==> src/rtl/bcd_step_counter.sv <==
// bcd_step_counter: two-digit BCD up/down step counter with edge-detected steps, holdoff, wrap/clamp
// Ports: clk_200H clock; rst_n async active-low reset; en enables counting;
//        step_pulse step request (rising edge counts); dir 1=up 0=down; clr sync clear of digits;
//        bcd_tens/bcd_ones count digits; wrap 1-cycle limit event flag; busy high during holdoff.
module bcd_step_counter #(
  parameter int unsigned HOLDOFF  = 20,
  parameter bit          SATURATE = 1'b0
) (
  input  logic       clk_200H,
  input  logic       rst_n,
  input  logic       en,
  input  logic       step_pulse,
  input  logic       dir,
  input  logic       clr,
  output logic [3:0] bcd_tens,
  output logic [3:0] bcd_ones,
  output logic       wrap,
  output logic       busy
);
  typedef enum logic [1:0] {S_IDLE, S_ARMED, S_HOLDOFF} state_t;
  state_t     r_state, w_next;
  logic [7:0] r_hold, w_hold_next;
  logic       r_prev, r_wrap, r_busy;
  logic [3:0] r_tens, r_ones;
  logic       w_accept, w_lim;
  logic [3:0] w_tens_up, w_ones_up, w_tens_dn, w_ones_dn;
  assign w_accept  = (r_state == S_ARMED) && en && step_pulse && !r_prev;
  assign w_lim     = dir ? (r_tens == 4'd9 && r_ones == 4'd9) : (r_tens == 4'd0 && r_ones == 4'd0);
  assign w_ones_up = (r_ones == 4'd9) ? 4'd0 : r_ones + 4'd1;
  assign w_tens_up = (r_ones == 4'd9) ? ((r_tens == 4'd9) ? 4'd0 : r_tens + 4'd1) : r_tens;
  assign w_ones_dn = (r_ones == 4'd0) ? 4'd9 : r_ones - 4'd1;
  assign w_tens_dn = (r_ones == 4'd0) ? ((r_tens == 4'd0) ? 4'd9 : r_tens - 4'd1) : r_tens;
  always_comb begin
    w_next      = r_state;
    w_hold_next = r_hold;
    if (!en) begin
      w_next      = S_IDLE;
      w_hold_next = 8'd0;
    end else begin
      unique case (r_state)
        S_IDLE: w_next = S_ARMED;
        S_ARMED: if (w_accept && HOLDOFF != 0) begin
          w_next      = S_HOLDOFF;
          w_hold_next = 8'(HOLDOFF);
        end
        S_HOLDOFF: begin
          w_hold_next = r_hold - 8'd1;
          if (r_hold <= 8'd1) begin
            w_next      = S_ARMED;
            w_hold_next = 8'd0;
          end
        end
        default: w_next = S_IDLE;
      endcase
    end
  end
  always_ff @(posedge clk_200H or negedge rst_n) begin
    if (!rst_n) begin
      r_state <= S_IDLE;
      r_hold  <= 8'd0;
      r_prev  <= 1'b1;
      r_busy  <= 1'b0;
      r_wrap  <= 1'b0;
      r_tens  <= 4'd0;
      r_ones  <= 4'd0;
    end else begin
      r_state <= w_next;
      r_hold  <= w_hold_next;
      r_prev  <= step_pulse;
      r_busy  <= (w_next == S_HOLDOFF);
      r_wrap  <= 1'b0;
      if (clr) begin
        r_tens <= 4'd0;
        r_ones <= 4'd0;
      end else if (w_accept) begin
        r_wrap <= w_lim;
        // at a limit with clamping the digits stay put; only the flag pulses
        if (!(w_lim && SATURATE)) begin
          r_tens <= dir ? w_tens_up : w_tens_dn;
          r_ones <= dir ? w_ones_up : w_ones_dn;
        end
      end
    end
  end
  assign bcd_tens = r_tens;
  assign bcd_ones = r_ones;
  assign wrap     = r_wrap;
  assign busy     = r_busy;
endmodule

==> config.mk <==
export PLATFORM = sky130hd
export DESIGN_NAME = bcd_step_counter
export DESIGN_NICKNAME = d
export VERILOG_FILES = /design/src/rtl/bcd_step_counter.sv
export SDC_FILE = /design/constraint.sdc
export NUM_CORES = 1
export LEC_CHECK = 0
export CAP_MARGIN = 30
export CORE_MARGIN = 1.5
export CORE_UTILIZATION = 40
export DETAILED_ROUTE_END_ITERATION = 10
export PLACE_DENSITY = 0.69
export SETUP_SLACK_MARGIN = 0.2
export SYNTH_ARGS = -nofsm -noshare
export SYNTH_HDL_FRONTEND = slang
export SYNTH_SLANG_ARGS = --single-unit
==> constraint.sdc <==
create_clock -name clk_200H -period 1.8 [get_ports clk_200H]
set_input_delay 0.45 -clock clk_200H [delete_from_list [all_inputs] [get_ports clk_200H]]
set_output_delay 0.45 -clock clk_200H [all_outputs]
set_load 0.05 [all_outputs]
==> key figures, run 1 <==
Clocking
  • CTS tree: built
  • Total CTS buffers: 3
  • Clock sink count: 21
  • Skew-Pair Late Insertion Delay: ~0.33 ns
  • Clk pin slew, worst setup/hold paths: 0.13 ns
  • Clock buffer depth: 2
  • CTS root buf: clkbuf_4
  • Htree depth: 1
  • Hold-fix buffers at CTS: 0

GRT
  • Vias in the first global route: 1,345
  • Largest net degree at the start of global routing: 22
  • Gr ovfl total: 0
  • First-pass GRT wire length: 6370 um
  • Initial antenna violation count: 0
  • Total track usage: approximately 19%

Critical path
  • Worst reg2reg startpoint: bcd_ones[1]
  • R2R setup slack: 0.07 ns
  • CP arrival: 1.96 ns
  • CP startpoint kind: flip-flop
  • Crit. End Element: flip-flop
  • Slowest CP cell: dfrtp_2
  • Worst Path Class, Setup: reg -> reg
  • Worst-path fanout max: 7
  • Critical Path Max Stage Delay: 0.45 ns
  • Capturing point of the worst reg2reg path: bcd_tens[0]
  • Crit-path cells: inv_4 -> ha_4 -> nor3b_4 -> o2111ai_4 -> buf_4 -> buf_6 -> o21ai_4 -> a21oi_2
  • FF-to-FF path depth: 8
  • Worst EP required: 2.03 ns

STA
  • Slew @ Worst Pin: 0.392 ns
  • Setup-failing EPs final: 0
  • Crit share post-route: between 90% and 100%
  • Slew headroom: 73.6%
  • Fmax achieved: 578 MHz
  • RSZ-0062 raised after global routing: true
  • Clk_skew: 0.00992 ns
  • Hold Vio Cnt, Final: 0
  • Hold slack final: 0.247 ns
  • Min Tclk post-route: 1.73 ns
  • Final setup margin: 0.0694 ns
  • Max-slew violation count: 0

Synth
  • Syn nets: 177
  • Dominant cell type by area after synthesis: dfrtp_1
  • Yosys cell types: 53
  • Register area share after synthesis: 36.1%
  • Async SR Flop Fraction: 100%
  • Mapped Area: 1460 um^2
  • Synthesized area per cell: between 8 and 9 um^2
  • EDFF count, synth: 0
  • Gate Count Post-Synth: 163
  • Most common flop cell mapped by yosys: dfrtp_1
  • Ys Warns: 0
  • Yosys reg bits: 21
  • Share of the synthesized area in the top cell type: 34.3%
  • Top cells by area, synth: dfrtp_1, ha_1, nand2_1, o21ai_0, a21oi_1

Die
  • Core Region: 3420 um^2
  • Die ar.: 4020 um^2
  • Initial Utilization: a little over two fifths
  • Die X: 63.4 um
  • Ports: 16
  • Die H: 63.4 um
  • FP Rows: 21

Power and ir drop
  • Pwr Total: 1130 uW
  • Pwr/cell area: 508 nW/um^2
  • Worst vdd ir: 0.000413 V
  • Static Leak: 0.000989 uW

Placed design
  • Gpl congestion: 0.858
  • Worst slack, placed: -0.346 ns
  • Dpl hpwl: 2570 um
  • PortBufs: 15

Detailed routing
  • Drt first pass iters: 4
  • Vias: 1,539
  • WL/cell: 16.0 um
  • DRT iter0 DRCs: 84
  • Routed WL: 4280 um
  • Antenna Violating Nets Remaining: 0
  • Vias per cell: around 5.8
  • # DRC: 0

Final layout
  • Multi-input gate area: 1010 um^2
  • Synth-to-Final Area Change: 52.7%
  • Final core area utilization: 65.2%
  • Layout cell share with drive strength beyond 1: 46.6%
  • Layout filler cell count: ~270
  • Diode count: 0
  • Final nets: 236
  • Register area: 533 um^2

Worst hold path
  • Hold Path Sink: r_prev
  • Hold Startpoint: step_pulse
  • HP Class: in -> reg
  • Hold path depth: 1

Outcome
  • Status: finished, final reports clean

Run
  • MaxCap Viol Count: 0
[registers in the layout (all words and copies together) (netlist names)]
register / flops
wrap: 1
bcd_tens: 4
busy: 1
r_state: 2
r_prev: 1
bcd_ones: 4
r_hold: 8
[cells by family after synthesis]
group / count (synthesis) / synth area share, %
AO/OA/AOI/OAI: 50 / 24.0
XOR/XNOR: 1 / 0.601
adder cells (fa/ha/maj): 8 / 6.87
buffers and inverters: 18 / 5.58
flip-flops: 21 / 36.1
multiplexers: 1 / 0.687
AND/OR/NAND/NOR: 64 / 26.1
[cell type report]
| type | count | share of cell area, % |
|---|---|---|
| Sequential cell | 21 | 23.9 |
| Tap cell | 46 | 2.59 |
| Clock buffer | 3 | 1.01 |
| Multi-Input combinational cell | 124 | 45.2 |
| Clock inverter | 1 | 0.225 |
| Inverter | 12 | 2.14 |
| Timing Repair Buffer | 60 | 24.9 |
[per-layer routing]
metal / part of all wire [%] / track usage, %
met2: 50 / 32.5
met4: 2.5 / 5.71
met1: 42 / 26.0
met3: 5.4 / 1.96
met5: 0 / 0
[cell usage after synthesis (all sizes together) (2+ instances only)]
| master | n |
|---|---|
| a211oi | 2 |
| a21o | 2 |
| a21oi | 9 |
| a31oi | 5 |
| and3 | 3 |
| and3b | 2 |
| buf | 4 |
| clkbuf | 2 |
| dfrtp | 20 |
| ha | 8 |
| inv | 12 |
| nand2 | 16 |
| nand3 | 5 |
| nand3b | 3 |
| nor2 | 10 |
| nor2b | 2 |
| nor3 | 4 |
| nor3b | 5 |
| nor4 | 2 |
| o2111ai | 2 |
| o211ai | 2 |
| o21a | 4 |
| o21ai | 11 |
| o21bai | 2 |
| or3 | 4 |
[power by group]
group / internal [uW] / switching, uW / leakage, uW
Sequential: 491 / 22.8 / 0.000275
Combinational: 173 / 193 / 0.000696
Clock: 83.7 / 168 / 0.0000177
Total: 748 / 384 / 0.000989
[what timing repair did]
action	4_1_cts	5_1_grt
setup buffers	10	16
pin swaps	7	9
endpoints found under the setup margin	11	18
gates resized for setup	8	26
[worst max path at each step]
stage                  end  cells after the start  slack [ns]   startpoint
2_1_floorplan  bcd_tens[2]                      6        0.12  bcd_ones[0]
3_3_place_gp   bcd_ones[3]                      5       -0.24   step_pulse
3_5_place_dp   bcd_tens[2]                      6       -0.35          dir
4_1_cts        bcd_tens[2]                      6        0.11  bcd_ones[1]
5_1_grt        bcd_tens[0]                      8       0.007  bcd_ones[1]
6_report       bcd_tens[0]                      8        0.07  bcd_ones[1]
[layout by cell type (no fill, tap or decap), drive strengths merged, types with 3 or more instances in the layout]
cell            n
buf            55
dfrtp          20
nand2          16
inv            12
o21ai          11
nor2           10
a21oi           9
ha              8
nand3           5
a31oi           5
nor3b           5
o21a            4
nor3            4
or3             4
nand3b          3
clkbuf          3
clkdlybuf4s50   3
and3            3
[critical path, delay by kind of cell, from the launching register on]
kind,cells,cell delay (ns)
simple gates,1,0.25
compound gates,3,0.40
flops,1,0.45
fa+ha+maj,1,0.15
buf+inv,3,0.38
[metrics by stage]
step / instances / cell area, um^2 / TNS [ns]
floorplan: 163 / 1510 / 0
global placement: 237 / 1870 / -1.89
detailed placement: 237 / 1870 / -2.35
CTS: 251 / 2000 / 0
global route: 267 / 2230 / 0
finish: 267 / 2230 / 0
No activity file was read; power rests on OpenSTA's default activity.
==> inputs of run 2 (changes only) <==
--- a/config.mk
+++ b/config.mk
@@ -5,7 +5,6 @@
 export SDC_FILE = /design/constraint.sdc
 export NUM_CORES = 1
 export LEC_CHECK = 0
-export CAP_MARGIN = 30
 export CORE_MARGIN = 1.5
 export CORE_UTILIZATION = 40
 export DETAILED_ROUTE_END_ITERATION = 10
==> results of run 2 <==
The final DEF is identical to that of run 1; final timing and power are the same.
==> inputs of run 3 (changes only) <==
--- a/config.mk
+++ b/config.mk
@@ -7,6 +7,7 @@
 export LEC_CHECK = 0
 export CORE_MARGIN = 1.5
 export CORE_UTILIZATION = 40
+export CTS_BUF_LIST = sky130_fd_sc_hd__clkbuf_16
 export DETAILED_ROUTE_END_ITERATION = 10
 export PLACE_DENSITY = 0.69
 export SETUP_SLACK_MARGIN = 0.2
==> run 3 against run 2 <==
Clock power up 88%. Worst setup slack better by 0.064 ns. Global-route usage increased by 0.91 points. Hold slack improved by 0.21 ns. Largest cell class unchanged. Register-to-register slack improved by 0.08 ns. Cell count fell by 1.1%. Clock skew is 0.0079 ns lower. Critical path depth decreased by 4. Maximum frequency rose by 3.9%. Sequential cell count stayed put. Utilization is 0.95 points higher.
==> key figures, run 3 (synthesis results as in run 1) <==
GRT
  • Initial antenna violation count: 0
  • Gr ovfl total: 0
  • Total track usage: 20.1%
  • First-pass GRT wire length: 6570 um
  • Vias in the first global route: 1,403
  • Largest net degree at the start of global routing: 22

Placed design
  • Worst slack, placed: -0.346 ns
  • Gpl congestion: 0.858
  • Dpl hpwl: 2570 um
  • PortBufs: 15

Clocking
  • CTS root buf: clkbuf_16
  • Total CTS buffers: 3
  • CTS tree: built
  • Clock buffer depth: 2
  • Skew-Pair Late Insertion Delay: 0.25 ns
  • Clk pin slew, worst setup/hold paths: 0.06 ns
  • Clock sink count: 21
  • Htree depth: 1

Die
  • Die H: 63.4 um
  • FP Rows: 21
  • Die ar.: 4020 um^2
  • Die X: 63.4 um
  • Core Region: between 3000 and 4000 um^2
  • Ports: 16
  • Initial Utilization: 42.7%

Critical path
  • Worst-path fanout max: 5
  • FF-to-FF path depth: 7
  • CP startpoint kind: flip-flop
  • CP arrival: 1.22 ns
  • Worst EP required: roughly 1.4 ns
  • Crit. End Element: output pin
  • Worst Path Class, Setup: reg -> out

Detailed routing
  • Vias per cell: ~5.6
  • # DRC: 0
  • DRT iter0 DRCs: just under 80
  • Drt first pass iters: 5
  • Vias: 1,479
  • Routed WL: 4090 um
  • Antenna Violating Nets Remaining: 0
  • WL/cell: 15.5 um

Worst hold path
  • HP Class: in -> reg
  • Hold path depth: 1

STA
  • Setup-failing EPs final: 0
  • Min Tclk post-route: ~1.7 ns
  • Hold Vio Cnt, Final: 0
  • Clk_skew: 0.00200 ns
  • Crit share post-route: between 90% and 100%
  • Final setup margin: 0.134 ns
  • Slew headroom: 71.4%
  • RSZ-0062 raised after global routing: true
  • Fmax achieved: 600 MHz
  • Slew @ Worst Pin: 0.425 ns
  • Max-slew violation count: 0

Final layout
  • Layout filler cell count: 266
  • Max FFs per register: 8
  • Synth-to-Final Area Change: 54.9%
  • Final nets: 233
  • Multi-input gate area: a little over 1000 um^2
  • Diode count: 0
  • Most common cell after layout, fill and taps aside: buf_4
  • Final core area utilization: about two thirds
  • Layout cell share with drive strength beyond 1: 46.3%
  • Most flop-heavy register: r_hold
  • Register area: 533 um^2
  • Most frequent cells in the layout: buf_4, dfrtp_1, nand2_1, o21ai_0

Power and ir drop
  • Static Leak: 0.000998 uW
  • Worst vdd ir: between 0.0004 and 0.0005 V
  • Pwr/cell area: 604 nW/um^2

Outcome
  • Status: finished, final reports clean

Run
  • MaxCap Viol Count: 0
[run 3: cell count changes in the layout (fill, tap and decap cells not counted), sizes merged]
cell and change:
clkdlybuf4s50 -1, buf -3, dlygate4sd2 +1
[run 3: repair_timing]
| item | 4_1_cts | 5_1_grt |
|---|---|---|
| gates resized for setup | 11 | 23 |
| hold buffers | 0 | 0 |
| buffers inserted | 17 | 6 |
| pin swaps | 9 | 10 |
| endpoints found under the setup margin | 14 | 17 |
[run 3: per-layer routing]
metal	track usage, %	vias to the layer above	part of all wire [%]	routed length [um]
met5	0	-	0	0
met4	6.52	0	1.5	61
met3	3.04	8	3.6	146
met2	33.4	37	51	2100
met1	26.9	728	44	1780
li1	-	706	-	-
[run 3: final timing paths]
kind / slack (ns) / end / start
max: 0.13 / bcd_ones[0] / bcd_ones[0]
min: 0.46 / r_prev / step_pulse
max reg2reg: 0.15 / bcd_ones[1] / bcd_ones[1]
min reg2reg: 0.56 / r_hold[7] / r_hold[7]
max in group asynchronous: 0.98 / r_prev / rst_n
min in group asynchronous: 0.55 / r_hold[0] / rst_n
[run 3: stage by stage]
step / TNS (ns) / power [uW] / cells / hold slack (ns) / instance area (um^2)
2_1_floorplan: 0 / 710 / 163 / 0.154 / 1510
3_3_place_gp: -1.89 / 807 / 237 / 0.514 / 1870
3_5_place_dp: -2.35 / 818 / 237 / 0.517 / 1870
4_1_cts: 0 / 1330 / 258 / 0.464 / 2120
5_1_grt: 0 / 1420 / 264 / 0.458 / 2260
6_report: 0 / 1360 / 264 / 0.455 / 2260
[run 3: critical path: stages (launching register included)]
cell	delay, ns
dfrtp_2	0.42
buf_6	0.13
buf_4	0.12
buf_4	0.15
buf_12	0.14
[run 3: cell type report]
class / count / area share (%)
inverters: 12 / 2.11
well taps: 46 / 2.55
clock buffers: 3 / 3.32
multi-input cells: 124 / 44.9
flip-flops and latches: 21 / 23.6
repair buffers: 57 / 23.3
clock inverters: 1 / 0.222
[run 3: power breakdown]
group | internal, uW | switching (uW)
sequential | 491 | 22.8
clock | 298 | 176
combinational | 181 | 195
